==> config.mk <==
export PLATFORM = sky130hd
export DESIGN_NAME = alu_bist
export DESIGN_NICKNAME = d
export VERILOG_FILES = /design/src/rtl/alu_bist.sv
export SDC_FILE = /design/constraint.sdc
export NUM_CORES = 1
export LEC_CHECK = 0
export CORE_ASPECT_RATIO = 2
export CORE_MARGIN = 2
export CORE_UTILIZATION = 50
export CTS_CLUSTER_SIZE = 10
export DETAILED_ROUTE_END_ITERATION = 10
export PLACE_DENSITY = 0.82
export SETUP_SLACK_MARGIN = 0.3
export SLEW_MARGIN = 20
export SYNTH_ARGS = -nofsm -noshare
export SYNTH_HDL_FRONTEND = slang
export SYNTH_SLANG_ARGS = --single-unit
==> constraint.sdc <==
create_clock -name clk -period 2.4 [get_ports clk]
set_input_delay 0.24 -clock clk [delete_from_list [all_inputs] [get_ports clk]]
set_output_delay 0.24 -clock clk [all_outputs]
set_load 0.02 [all_outputs]
==> src/rtl/alu_bist.sv <==
// alu_bist: built-in self-test engine for the CPU's combinational ALU.
//
// A Galois LFSR supplies operand pairs, and the engine walks the sixteen
// supported ALUfun codes with VECTORS vectors per code. Every ALU result is
// folded into a 32-bit MISR. When the run ends, the signature is compared
// against GOLDEN.
//
// Ports
//   clk        : single clock, rising edge
//   reset      : asynchronous, active-low
//   start      : run request, honoured only in IDLE and DONE
//   busy       : high while a run is in progress (LOAD/SAMPLE)
//   done       : high in DONE, holds until next start or reset
//   pass       : signature == GOLDEN, qualified by done
//   signature  : current MISR contents
//   alu_A/B    : registered ALU operands
//   alu_ALUfun : registered ALU function code
//   alu_Sign   : registered signed-compare select
//   alu_S      : ALU result, sampled at the end of SAMPLE
module alu_bist #(
    parameter logic [31:0] SEED    = 32'h1ACE_B00C,
    parameter int          VECTORS = 64,
    parameter logic [31:0] GOLDEN  = 32'h0000_0000
) (
    input  logic        clk,
    input  logic        reset,
    input  logic        start,
    output logic        busy,
    output logic        done,
    output logic        pass,
    output logic [31:0] signature,
    output logic [31:0] alu_A,
    output logic [31:0] alu_B,
    output logic [5:0]  alu_ALUfun,
    output logic        alu_Sign,
    input  logic [31:0] alu_S
);

    typedef enum logic [1:0] {
        S_IDLE   = 2'd0,
        S_LOAD   = 2'd1,
        S_SAMPLE = 2'd2,
        S_DONE   = 2'd3
    } state_t;

    localparam logic [31:0] LFSR_TAPS = 32'h8020_0003;
    localparam logic [31:0] MISR_POLY = 32'h04C1_1DB7;
    localparam logic [15:0] LAST_VEC  = 16'(VECTORS - 1);

    // Right-shift Galois LFSR step.
    function automatic logic [31:0] lfsr_step(input logic [31:0] x);
        return x[0] ? ((x >> 1) ^ LFSR_TAPS) : (x >> 1);
    endfunction

    // Function codes, in the order they are exercised.
    function automatic logic [5:0] op_code(input logic [3:0] idx);
        logic [5:0] c;
        case (idx)
            4'd0:    c = 6'b000000; // ADD
            4'd1:    c = 6'b000001; // SUB
            4'd2:    c = 6'b011000; // AND
            4'd3:    c = 6'b011110; // OR
            4'd4:    c = 6'b010110; // XOR
            4'd5:    c = 6'b010001; // NOR
            4'd6:    c = 6'b011010; // A
            4'd7:    c = 6'b100000; // SLL
            4'd8:    c = 6'b100001; // SRL
            4'd9:    c = 6'b100011; // SRA
            4'd10:   c = 6'b110011; // EQ
            4'd11:   c = 6'b110001; // NEQ
            4'd12:   c = 6'b110101; // LT
            4'd13:   c = 6'b111101; // LEZ
            4'd14:   c = 6'b111001; // GEZ
            default: c = 6'b111111; // GTZ
        endcase
        return c;
    endfunction

    state_t      state_q, state_d;
    logic [31:0] lfsr_q, lfsr_d;
    logic [3:0]  op_idx_q, op_idx_d;
    logic [15:0] vec_idx_q, vec_idx_d;
    logic [31:0] sig_q, sig_d;
    logic [31:0] a_q, a_d;
    logic [31:0] b_q, b_d;
    logic [5:0]  fun_q, fun_d;
    logic        sign_q, sign_d;
    logic        done_q, done_d;

    logic [31:0] lfsr_s1;
    logic        last_vec;

    assign lfsr_s1  = lfsr_step(lfsr_q);
    assign last_vec = (vec_idx_q == LAST_VEC);

    always_comb begin
        state_d   = state_q;
        lfsr_d    = lfsr_q;
        op_idx_d  = op_idx_q;
        vec_idx_d = vec_idx_q;
        sig_d     = sig_q;
        a_d       = a_q;
        b_d       = b_q;
        fun_d     = fun_q;
        sign_d    = sign_q;
        done_d    = done_q;

        case (state_q)
            S_IDLE, S_DONE: begin
                // ALU outputs are left alone so they hold across DONE.
                if (start) begin
                    state_d   = S_LOAD;
                    lfsr_d    = SEED;
                    sig_d     = '0;
                    op_idx_d  = '0;
                    vec_idx_d = '0;
                    done_d    = 1'b0;
                end
            end
            S_LOAD: begin
                a_d     = lfsr_q;
                b_d     = lfsr_s1;
                lfsr_d  = lfsr_step(lfsr_s1);
                fun_d   = op_code(op_idx_q);
                sign_d  = vec_idx_q[0];
                state_d = S_SAMPLE;
            end
            S_SAMPLE: begin
                // alu_S has had a full cycle to settle from the registered inputs.
                sig_d = {sig_q[30:0], 1'b0} ^ (sig_q[31] ? MISR_POLY : 32'h0) ^ alu_S;
                if (last_vec) begin
                    vec_idx_d = '0;
                    op_idx_d  = op_idx_q + 4'd1;
                end else begin
                    vec_idx_d = vec_idx_q + 16'd1;
                end
                if (last_vec && (op_idx_q == 4'd15)) begin
                    state_d = S_DONE;
                    done_d  = 1'b1;
                end else begin
                    state_d = S_LOAD;
                end
            end
            default: state_d = S_IDLE;
        endcase
    end

    always_ff @(posedge clk or negedge reset) begin
        if (!reset) begin
            state_q   <= S_IDLE;
            lfsr_q    <= SEED;
            op_idx_q  <= '0;
            vec_idx_q <= '0;
            sig_q     <= '0;
            a_q       <= '0;
            b_q       <= '0;
            fun_q     <= '0;
            sign_q    <= 1'b0;
            done_q    <= 1'b0;
        end else begin
            state_q   <= state_d;
            lfsr_q    <= lfsr_d;
            op_idx_q  <= op_idx_d;
            vec_idx_q <= vec_idx_d;
            sig_q     <= sig_d;
            a_q       <= a_d;
            b_q       <= b_d;
            fun_q     <= fun_d;
            sign_q    <= sign_d;
            done_q    <= done_d;
        end
    end

    assign busy       = (state_q == S_LOAD) || (state_q == S_SAMPLE);
    assign done       = done_q;
    // Built only from registers, so alu_S never reaches an output combinationally.
    assign pass       = done_q && (sig_q == GOLDEN);
    assign signature  = sig_q;
    assign alu_A      = a_q;
    assign alu_B      = b_q;
    assign alu_ALUfun = fun_q;
    assign alu_Sign   = sign_q;

endmodule

* Yosys cells after proc, flatten, opt, wreduce, memory -nomap -nowiden *
Memory sizes are Yosys's and may differ from the RTL's. A register that Yosys moved wholly into a read port is not among the register bits.
Index checks and enable logic that the tools add are counted.
Widths: inputs -> output; s select.

storage, ports and cells
  register bits = 152
  bits in latches = 0
  bits in writable memories = 0
  bits in read-only memories = 96
  bits of input ports = 35
  output and inout bits = 106
  logic and storage cells = 56
  memories = 1

operators by class
  $add $sub $neg = 2
  multiply operators = 0
  divide/modulo/power cells = 0
  magnitude comparators = 0
  equality and inequality tests = 8
  shifts and indexed selects = 0
  multiplexer cells = 19
  bitwise operators = 4
  reductions and logical operators = 13

memory list
  memory            words  width  rd ports  clocked after Yosys merged registers in  write ports  line  text
  (name not given)  16     6      1         1                                        0            58    case (idx)

operators by type and width
  cell                   number
  $mux 32                4
  $pmux 32 s2            2
  $logic_not 32->1       1
  $mux 16                2
  $pmux 16 s2            1
  $xor 32x27->32         1
  $xor 32x32->32         1
  $mux 27                1
  $add 16x1->16 const B  1
  $eq 16x6->1 const B    1
  $mux 4                 2
  $not 3->4              2
  $pmux 4 s2             1
  $ne 2x2->1 const B     3
  $pmux 2 s3             1
  $reduce_and 3->1       2
  $add 4x1->4 const B    1
  $eq 2x2->1 const B     2
  $eq 4x4->1 const B     1
  $mux 2                 2
  $reduce_and 2->1       2
  $reduce_bool 2->1      2
  $eq 2x1->1 const B     1
  $logic_and 1x1->1      2
  other kinds (6)        7

* Depth between registers and ports, before layout *
Gate-level depths: netlist (run 1).

  depth in word-level cells = 5
  depth in mapped cells = 8
  mapped depth without buffers = 6

* Worst setup path after synthesis (run 1) *
Ideal clock, no wire load.

  kind = reg-to-reg
  start = register state_q[0]
  end = register lfsr_q[10]
  setup time = 0.066 ns
  arrival time = 1.856 ns
  path slack = 0.477 ns
  cell stages (with the launch flop) = 7
  path buffers = 2
  cell sequence = dfrtp_1 -> inv_1 -> ha_1 -> buf_2 -> mux2i_1 -> clkbuf_1 -> a22o_1

on the way
  longest elaborated chain between the ends = 4

RTL lines
  item                                                       line  text
  from (decl)                                                79    state_t state_q, state_d;
  from (signal assigned)                                     161   state_q <= state_d;
  $eq 2x2->1 or $logic_not 2->1 (tied branches)              108   case (state_q)
  $reduce_or 2->1                                            108
  $ne 2x2->1 (no line) or $reduce_bool 2->1 (tied branches)  --
  $reduce_and 2->1 (no line)                                 --
  to (signal assigned)                                       162   lfsr_q <= lfsr_d;
  to (decl)                                                  80    logic [31:0] lfsr_q, lfsr_d;

Parallel ways exist; a longest one is shown, timed or not.
A chain may end at the register's enable or synchronous reset.

* Worst setup path after layout (run 1) *
  start = register state_q[0]
  end = register vec_idx_q[9]

on the way
  longest elaborated chain between the ends = 4

RTL lines
  item                                                       line  text
  $eq 2x2->1 or $logic_not 2->1 (tied branches)              108
  $reduce_or 2->1                                            108
  $ne 2x2->1 (no line) or $reduce_bool 2->1 (tied branches)  --
  $reduce_and 2->1 (no line)                                 --
  to (signal assigned)                                       164   vec_idx_q <= vec_idx_d;
  to (decl)                                                  82    logic [15:0] vec_idx_q, vec_idx_d;

Parallel ways exist; a longest one is shown, timed or not.

==> load_flow_metrics.sql, run 1 <==
INSERT INTO impl_metrics (metric_group, metric, value, unit) VALUES
('status', 'run_status', 'complete, no violations', ''),
('setup_path', 'slowest_cell_on_crit_path', 'sky130_fd_sc_hd__dfrtp_1', ''),
('synth', 'postSynthCellCount', '542', ''),
('pwr', 'leakage', '3.20', 'nW'),
('setup_path', 'cp.required', '2.72', 'ns'),
('timing', 'timing.max_slew.rel_slack', '53.3', '%'),
('synth', 'synth_warn', '0', ''),
('timing', 'setup_tns', '0', 'ns'),
('global_route', 'maximum_number_of_pins_on_one_net_before_global_route_repair', '77', ''),
('clock_network', 'cell_chosen_for_the_clock_root', 'sky130_fd_sc_hd__clkbuf_16', ''),
('routing', 'detailroute.via_count', '4610', ''),
('routing', 'route.detailed.vias_per_inst', '5.63', ''),
('cells_and_area', 'layout-area-overhead-vs-synth', '33.5', '%'),
('timing', 'worst-slew-pin-transition', '0.700', 'ns'),
('cells_and_area', 'final_cells', '819', ''),
('synth', 'yosys.area.top_type_share', '47.7', '%'),
('clock_network', 'clk_pin_slew_worst_paths', '0.06', 'ns'),
('timing', 'timing.fmax', '489', 'MHz'),
('clock_network', 'cts_made_buffers', '17', ''),
('timing', 'whs', '0.423', 'ns'),
('global_route', 'via_count_of_the_first_global_routing_pass', '4637', ''),
('pwr', 'power.density', '890', 'mW/mm2'),
('synth', 'async_flop_share', '100', '%'),
('synth', 'synthesis.nets', '586', ''),
('clock_network', 'numClockSinks', '129', ''),
('pwr', 'clock_power_share', '35.6', '%'),
('synth', 'predominant_post_synthesis_flop_cell', 'sky130_fd_sc_hd__dfrtp_1', ''),
('global_route', 'globalRouteTotalUtil', '22.9', '%'),
('placement', 'preCtsSetupSlack', '0.315', 'ns'),
('placement', 'final_estimated_routing_congestion_in_global_placement', '0.844', ''),
('pwr', 'seqPwrFrac', '39.3', '%'),
('run', 'maxCapViolCount', '0', ''),
('pwr', 'switchingPower', '2.35', 'mW'),
('synth', 'synth_enable_flop_cells', '0', ''),
('floorplanning', 'die_area', '0.0131', 'mm2'),
('clock_network', 'tritoncts_clock_tree', 'yes', ''),
('cells_and_area', 'diodes_inserted', '0', ''),
('setup_path', 'crit_path_start_kind', 'flip-flop', ''),
('synth', 'synthTopCellsByArea', 'sky130_fd_sc_hd__dfrtp_1 (48%), sky130_fd_sc_hd__mux2_2 (6.5%), sky130_fd_sc_hd__xnor2_1 (5.8%)', ''),
('placement', 'place.port_buffers', '140', ''),
('clock_network', 'worstSkewPairLatency', '0.42', 'ns'),
('routing', 'ant_nets', '0', ''),
('timing', 'setup_viol', '0', ''),
('timing', 'final.setup_skew', '0.0106', 'ns'),
('setup_path', 'cp_slowest_stage_delay', '0.41', 'ns'),
('routing', 'drt_first_pass_iters', '4', ''),
('floorplanning', 'die_height', '160', 'um'),
('routing', 'drtIter0Drc', '283', ''),
('cells_and_area', 'nNetsFinal', '703', ''),
('timing', 'rsz0062_at_grt', 'false', ''),
('floorplanning', 'num_io_pins', '141', ''),
('timing', 'slew_viol_final', '0', ''),
('global_route', 'globalRouteOverflowTotal', '0', ''),
('timing', 'hold_viol_final', '0', ''),
('cells_and_area', 'layout_commonest_cell', 'sky130_fd_sc_hd__clkdlybuf4s50_1', ''),
('clock_network', 'htreeDepth', '4', ''),
('setup_path', 'critical_path_peak_fanout', '9', ''),
('synth', 'synth.distinct_cells', '49', ''),
('setup_path', 'worst_ep_arrival_time', '2.37', 'ns'),
('cells_and_area', 'commonest_cells_after_routing_fill_and_taps_aside', 'sky130_fd_sc_hd__clkdlybuf4s50_1 (137), sky130_fd_sc_hd__dfrtp_1 (115), sky130_fd_sc_hd__nand2_1 (49)', ''),
('routing', 'postRouteWirelength', '14.0', 'mm'),
('placement', 'hpwlAfterDp', '9.39', 'mm'),
('pwr', 'power.ir.vdd_worst', '0.862', 'mV'),
('routing', 'wl_per_cell', '17.1', 'um'),
('timing', 'fin_crit', '2.05', 'ns'),
('timing', 'layout_worst_path_cycle_share', '85.2', '%'),
('timing', 'setup_slack', '0.355', 'ns'),
('routing', 'post_route_drc', '0', ''),
('cells_and_area', 'fraction_of_layout_cells_with_a_size_suffix_above_1', '16.5', '%'),
('synth', 'mappedNetlistArea', '0.00608', 'mm2'),
('floorplanning', 'die-width', '82.0', 'um');
-- per-layer routing --
metal / share of wire (%) / wire length, um / track usage, %
met5: 0 / 0 / 0
met4: 1.8 / 257 / 9.09
met3: 6.7 / 937 / 6.89
met2: 50 / 7020 / 34.8
met1: 41 / 5800 / 30.6
-- Yosys cell counts (2+ instances only) --
library cell               count
sky130_fd_sc_hd__a21oi_1       6
sky130_fd_sc_hd__a22o_1       16
sky130_fd_sc_hd__a31oi_1       5
sky130_fd_sc_hd__and4_1        2
sky130_fd_sc_hd__buf_1         7
sky130_fd_sc_hd__buf_2         4
sky130_fd_sc_hd__buf_4        29
sky130_fd_sc_hd__clkbuf_1     20
sky130_fd_sc_hd__dfrtp_1     116
sky130_fd_sc_hd__dfstp_2      13
sky130_fd_sc_hd__ha_1          9
sky130_fd_sc_hd__inv_1         9
sky130_fd_sc_hd__mux2_2       35
sky130_fd_sc_hd__mux2i_1       9
sky130_fd_sc_hd__nand2_1      50
sky130_fd_sc_hd__nand3_1       8
sky130_fd_sc_hd__nand3b_1      3
sky130_fd_sc_hd__nand4_1       7
sky130_fd_sc_hd__nor2_1       20
sky130_fd_sc_hd__nor3_1        5
sky130_fd_sc_hd__nor3b_1       2
sky130_fd_sc_hd__nor4_1       12
sky130_fd_sc_hd__nor4b_1       2
sky130_fd_sc_hd__o211ai_1      2
sky130_fd_sc_hd__o21a_1        4
sky130_fd_sc_hd__o21ai_0      47
sky130_fd_sc_hd__o221ai_1      3
sky130_fd_sc_hd__o22a_1       14
sky130_fd_sc_hd__o31a_1        2
sky130_fd_sc_hd__or3_1         5
sky130_fd_sc_hd__xnor2_1      40
sky130_fd_sc_hd__xor2_1       19
-- cells by family after synthesis --
kind of cell	share of synthesized area (%)
flops	53.3
simple gates	10.3
buf+inv	6.13
mux	7.96
xor+xnor	8.49
compound gates	12.0
fa+ha+maj	1.85
-- sequential cells by signal, summed over array words and instances (netlist names) --
register / cells
state_q: 2
alu_A: 31
done: 1
vec_idx_q: 16
alu_Sign: 1
signature: 32
lfsr_q: 32
alu_B: 4
alu_ALUfun: 6
op_idx_q: 4
-- layout make-up --
class | count | area (um2)
clock buffers | 17 | 425
clock inverters | 15 | 166
fillers | 891 | 3860
repair buffers | 158 | 1560
inverters | 9 | 33.8
flip-flops and latches | 129 | 3250
multi-input cells | 344 | 2500
well taps | 147 | 184
-- stage by stage --
stage | power (mW) | cell area, um2
2_1_floorplan | 3.78 | 6080
3_3_place_gp | 4.62 | 7490
3_5_place_dp | 4.67 | 7490
4_1_cts | 7.29 | 8120
5_1_grt | 7.56 | 8120
6_report | 7.23 | 8120
-- power by group through the flow --
stage	registers [mW]	clock network, mW	logic [mW]
finish	2.84	2.57	1.81
global route	2.89	2.71	1.96
CTS	2.84	2.62	1.83
detailed placement	2.85	0	1.82
global placement	2.84	0	1.78
floorplan	3.14	0	0.641
-- worst paths after layout --
check | from | endpoint | slack (ns) | cells after the start
max in group asynchronous | reset | lfsr_q[19]$_DFFE_PN1P_ | 1.23 | 3
worst min-delay path | reset | alu_Sign$_DFFE_PN0P_ | 0.42 | 2
worst max register to register | state_q[0]$_DFFE_PN0P_ | vec_idx_q[9]$_DFFE_PN0P_ | 0.35 | 6
worst max-delay path | state_q[0]$_DFFE_PN0P_ | vec_idx_q[9]$_DFFE_PN0P_ | 0.35 | 6
min in group clk | alu_S[31] | signature[31]$_DFFE_PN0P_ | 0.47 | 3
worst min register to register | alu_ALUfun[3]$_DFFE_PN0P_ | alu_ALUfun[3]$_DFFE_PN0P_ | 0.47 | 1
-- critical path: cells and delay by family, from the launching register on --
family	cells	cell delay, ns
AO/OA/AOI/OAI	1	0.20
flip-flops	1	0.41
adder cells (fa/ha/maj)	1	0.37
AND/OR/NAND/NOR	3	0.91
buffers and inverters	1	0.07
-- what timing repair did --
item	4_1_cts	5_1_grt
pin swaps	1	1
buffers inserted	0	1
endpoints found under the setup margin	2	62
hold buffers	1	0
cloned	0	0
hold endpoints to repair	68	0
gates resized for setup	10	4
Note: power is estimated with default switching activity, not from simulation.
==> inputs of run 2 (changes only) <==
PLACE_DENSITY = 0.77   (was 0.82)
==> run 2 against run 1 <==
Sequential power hardly changed. First-iteration DRC count is 7.4% lower. Via count is 0.74% lower. Core utilization is 0.28 points higher. Flip-flop and latch count stayed put. Cell count is 0.12% lower. Routed wire length is 2.3% lower. Clock skew is 0.0030 ns higher. Register-to-register slack better by 0.05 ns. Hold slack worse by 0.061 ns. Non-clock buffer count is 1 lower. Final area is 0.42% higher. Largest cell class unchanged. Critical endpoint is now vec_idx_q[8]$_DFFE_PN0P_.
==> load_flow_metrics.sql, run 2 (same netlist as run 1, synthesis figures left out) <==
INSERT INTO impl_metrics (metric_group, metric, value, unit) VALUES
('floorplanning', 'die-width', '82.0', 'um'),
('timing', 'rsz0062_at_grt', 'true', ''),
('timing', 'setup_viol', '0', ''),
('clock_network', 'numClockSinks', '129', ''),
('floorplanning', 'core', '0.0120', 'mm2'),
('timing', 'setup_tns', '0', 'ns'),
('floorplanning', 'die_height', '160', 'um'),
('run', 'maxCapViolCount', '0', ''),
('pwr', 'power.ir.vdd_worst', '0.766', 'mV'),
('setup_path', 'cp.required', '2.74', 'ns'),
('routing', 'wl_per_cell', '16.7', 'um'),
('timing', 'whs', '0.362', 'ns'),
('setup_path', 'critical_path_peak_fanout', '8', ''),
('routing', 'drtIter0Drc', '262', ''),
('pwr', 'power.density', '892', 'mW/mm2'),
('hold_path', 'timing.hold.worst.class', 'in -> async', ''),
('setup_path', 'crit_path_start_kind', 'flip-flop', ''),
('cells_and_area', 'filler_cell_count', '915', ''),
('floorplanning', 'floorplan.initialDensity', '50.8', '%'),
('cells_and_area', 'fraction_of_layout_cells_with_a_size_suffix_above_1', '16.4', '%'),
('floorplanning', 'num_io_pins', '141', ''),
('pwr', 'leakage', '3.21', 'nW'),
('clock_network', 'clk_pin_slew_worst_paths', '0.06', 'ns'),
('clock_network', 'tritoncts_clock_tree', 'yes', ''),
('global_route', 'via_count_of_the_first_global_routing_pass', '4680', ''),
('timing', 'setup_slack', '0.402', 'ns'),
('cells_and_area', 'commonest_cells_after_routing_fill_and_taps_aside', 'sky130_fd_sc_hd__clkdlybuf4s50_1 (137), sky130_fd_sc_hd__dfrtp_1 (116), sky130_fd_sc_hd__nand2_1 (50)', ''),
('timing', 'hold_viol_final', '0', ''),
('routing', 'route.detailed.vias_per_inst', '5.59', ''),
('routing', 'detailroute.via_count', '4576', ''),
('placement', 'place.port_buffers', '140', ''),
('global_route', 'globalRouteTotalUtil', '22.5', '%'),
('routing', 'drt_first_pass_iters', '7', ''),
('routing', 'postRouteWirelength', '13.7', 'mm'),
('setup_path', 'r2r_cells', '7', ''),
('clock_network', 'clockBufferDepth', '2', ''),
('setup_path', 'worst-setup-path-type', 'reg -> reg', ''),
('clock_network', 'htreeDepth', '4', ''),
('floorplanning', 'number_of_standard_cell_rows_in_the_floorplan', '57', ''),
('timing', 'timing.fmax', '500', 'MHz'),
('placement', 'preCtsSetupSlack', '0.242', 'ns'),
('global_route', 'maximum_number_of_pins_on_one_net_before_global_route_repair', '61', ''),
('placement', 'final_estimated_routing_congestion_in_global_placement', '0.897', ''),
('timing', 'slew_viol_final', '0', ''),
('timing', 'timing.max_slew.rel_slack', '59.6', '%'),
('routing', 'post_route_drc', '0', ''),
('floorplanning', 'die_area', '0.0131', 'mm2'),
('cells_and_area', 'layout-area-overhead-vs-synth', '34.1', '%'),
('clock_network', 'cts_made_buffers', '17', ''),
('global_route', 'antenna_found_initial', '0', ''),
('setup_path', 'worst_ep_arrival_time', '2.34', 'ns'),
('timing', 'worst-slew-pin-transition', '0.589', 'ns'),
('global_route', 'globalRouteOverflowTotal', '0', ''),
('timing', 'final.setup_skew', '0.0136', 'ns'),
('routing', 'ant_nets', '0', ''),
('cells_and_area', 'layout_commonest_cell', 'sky130_fd_sc_hd__clkdlybuf4s50_1', ''),
('clock_network', 'cell_chosen_for_the_clock_root', 'sky130_fd_sc_hd__clkbuf_16', ''),
('timing', 'fin_crit', '2.00', 'ns'),
('placement', 'hpwlAfterDp', '9.06', 'mm'),
('timing', 'layout_worst_path_cycle_share', '83.3', '%'),
('cells_and_area', 'diodes_inserted', '0', ''),
('global_route', 'first_pass_grt_wire_length', '22.9', 'mm'),
('cells_and_area', 'nNetsFinal', '702', ''),
('setup_path', 'worst_setup_path_end_kind', 'flip-flop', ''),
('status', 'run_status', 'complete, no violations', ''),
('clock_network', 'worstSkewPairLatency', '0.42', 'ns');
run 2: layout make-up:
cell class	count	area [um2]	share of cell area, %
Multi-Input combinational cell	344	2530	31.0
Sequential cell	129	3240	39.8
Clock inverter	14	169	2.07
Clock buffer	18	439	5.38
Timing Repair Buffer	157	1560	19.1
Inverter	9	33.8	0.414
Tap cell	147	184	2.25
run 2: routing by layer:
| layer | share of wire [%] | wire length (um) | GRT usage, % |
|---|---|---|---|
| met5 | 0 | 0 | 0 |
| met4 | 2.3 | 321 | 8.71 |
| met3 | 5.7 | 786 | 6.27 |
| met2 | 49 | 6750 | 33.2 |
| met1 | 43 | 5840 | 31.5 |
run 2: worst paths after layout:
kind	slack (ns)	to	from
max	0.40	vec_idx_q[8]$_DFFE_PN0P_	state_q[0]$_DFFE_PN0P_
min	0.36	signature[28]$_DFFE_PN0P_	reset
max reg2reg	0.40	vec_idx_q[8]$_DFFE_PN0P_	state_q[0]$_DFFE_PN0P_
min reg2reg	0.48	alu_ALUfun[2]$_DFFE_PN0P_	alu_ALUfun[2]$_DFFE_PN0P_
max in group asynchronous	1.31	lfsr_q[19]$_DFFE_PN1P_	reset
min in group clk	0.48	signature[31]$_DFFE_PN0P_	alu_S[31]
run 2: worst max-delay path, cell delays in order (launching register included):
cell and delay [ns]:
sky130_fd_sc_hd__dfrtp_1 0.41, sky130_fd_sc_hd__inv_1 0.07, sky130_fd_sc_hd__ha_2 0.32, sky130_fd_sc_hd__buf_4 0.19, sky130_fd_sc_hd__mux2_2 0.31, sky130_fd_sc_hd__nand3_1 0.14, sky130_fd_sc_hd__or3_1 0.33, sky130_fd_sc_hd__a21oi_1 0.14
run 2: what timing repair did:
item,CTS,global route
hold buffers,1,0
buffers inserted,0,3
gates resized for setup,3,15
pin swaps,0,1
hold endpoints to repair,54,0
cloned,0,0
setup endpoints to repair,37,66
run 2: metrics by stage:
stage	utilization (%)	cells	total power, mW	cell area (um2)
6_report	68.1	818	7.28	8160
5_1_grt	68.1	818	7.63	8160
4_1_cts	67.4	815	7.32	8080
3_5_place_dp	62.2	782	4.65	7460
3_3_place_gp	62.2	782	4.61	7460
2_1_floorplan	-	542	3.78	6080
run 2: power breakdown:
group / internal [mW] / switching, mW / total, mW
sequential: 2.47 / 0.388 / 2.86
clock: 1.60 / 1.05 / 2.64
combinational: 0.927 / 0.851 / 1.78
total: 4.99 / 2.29 / 7.28
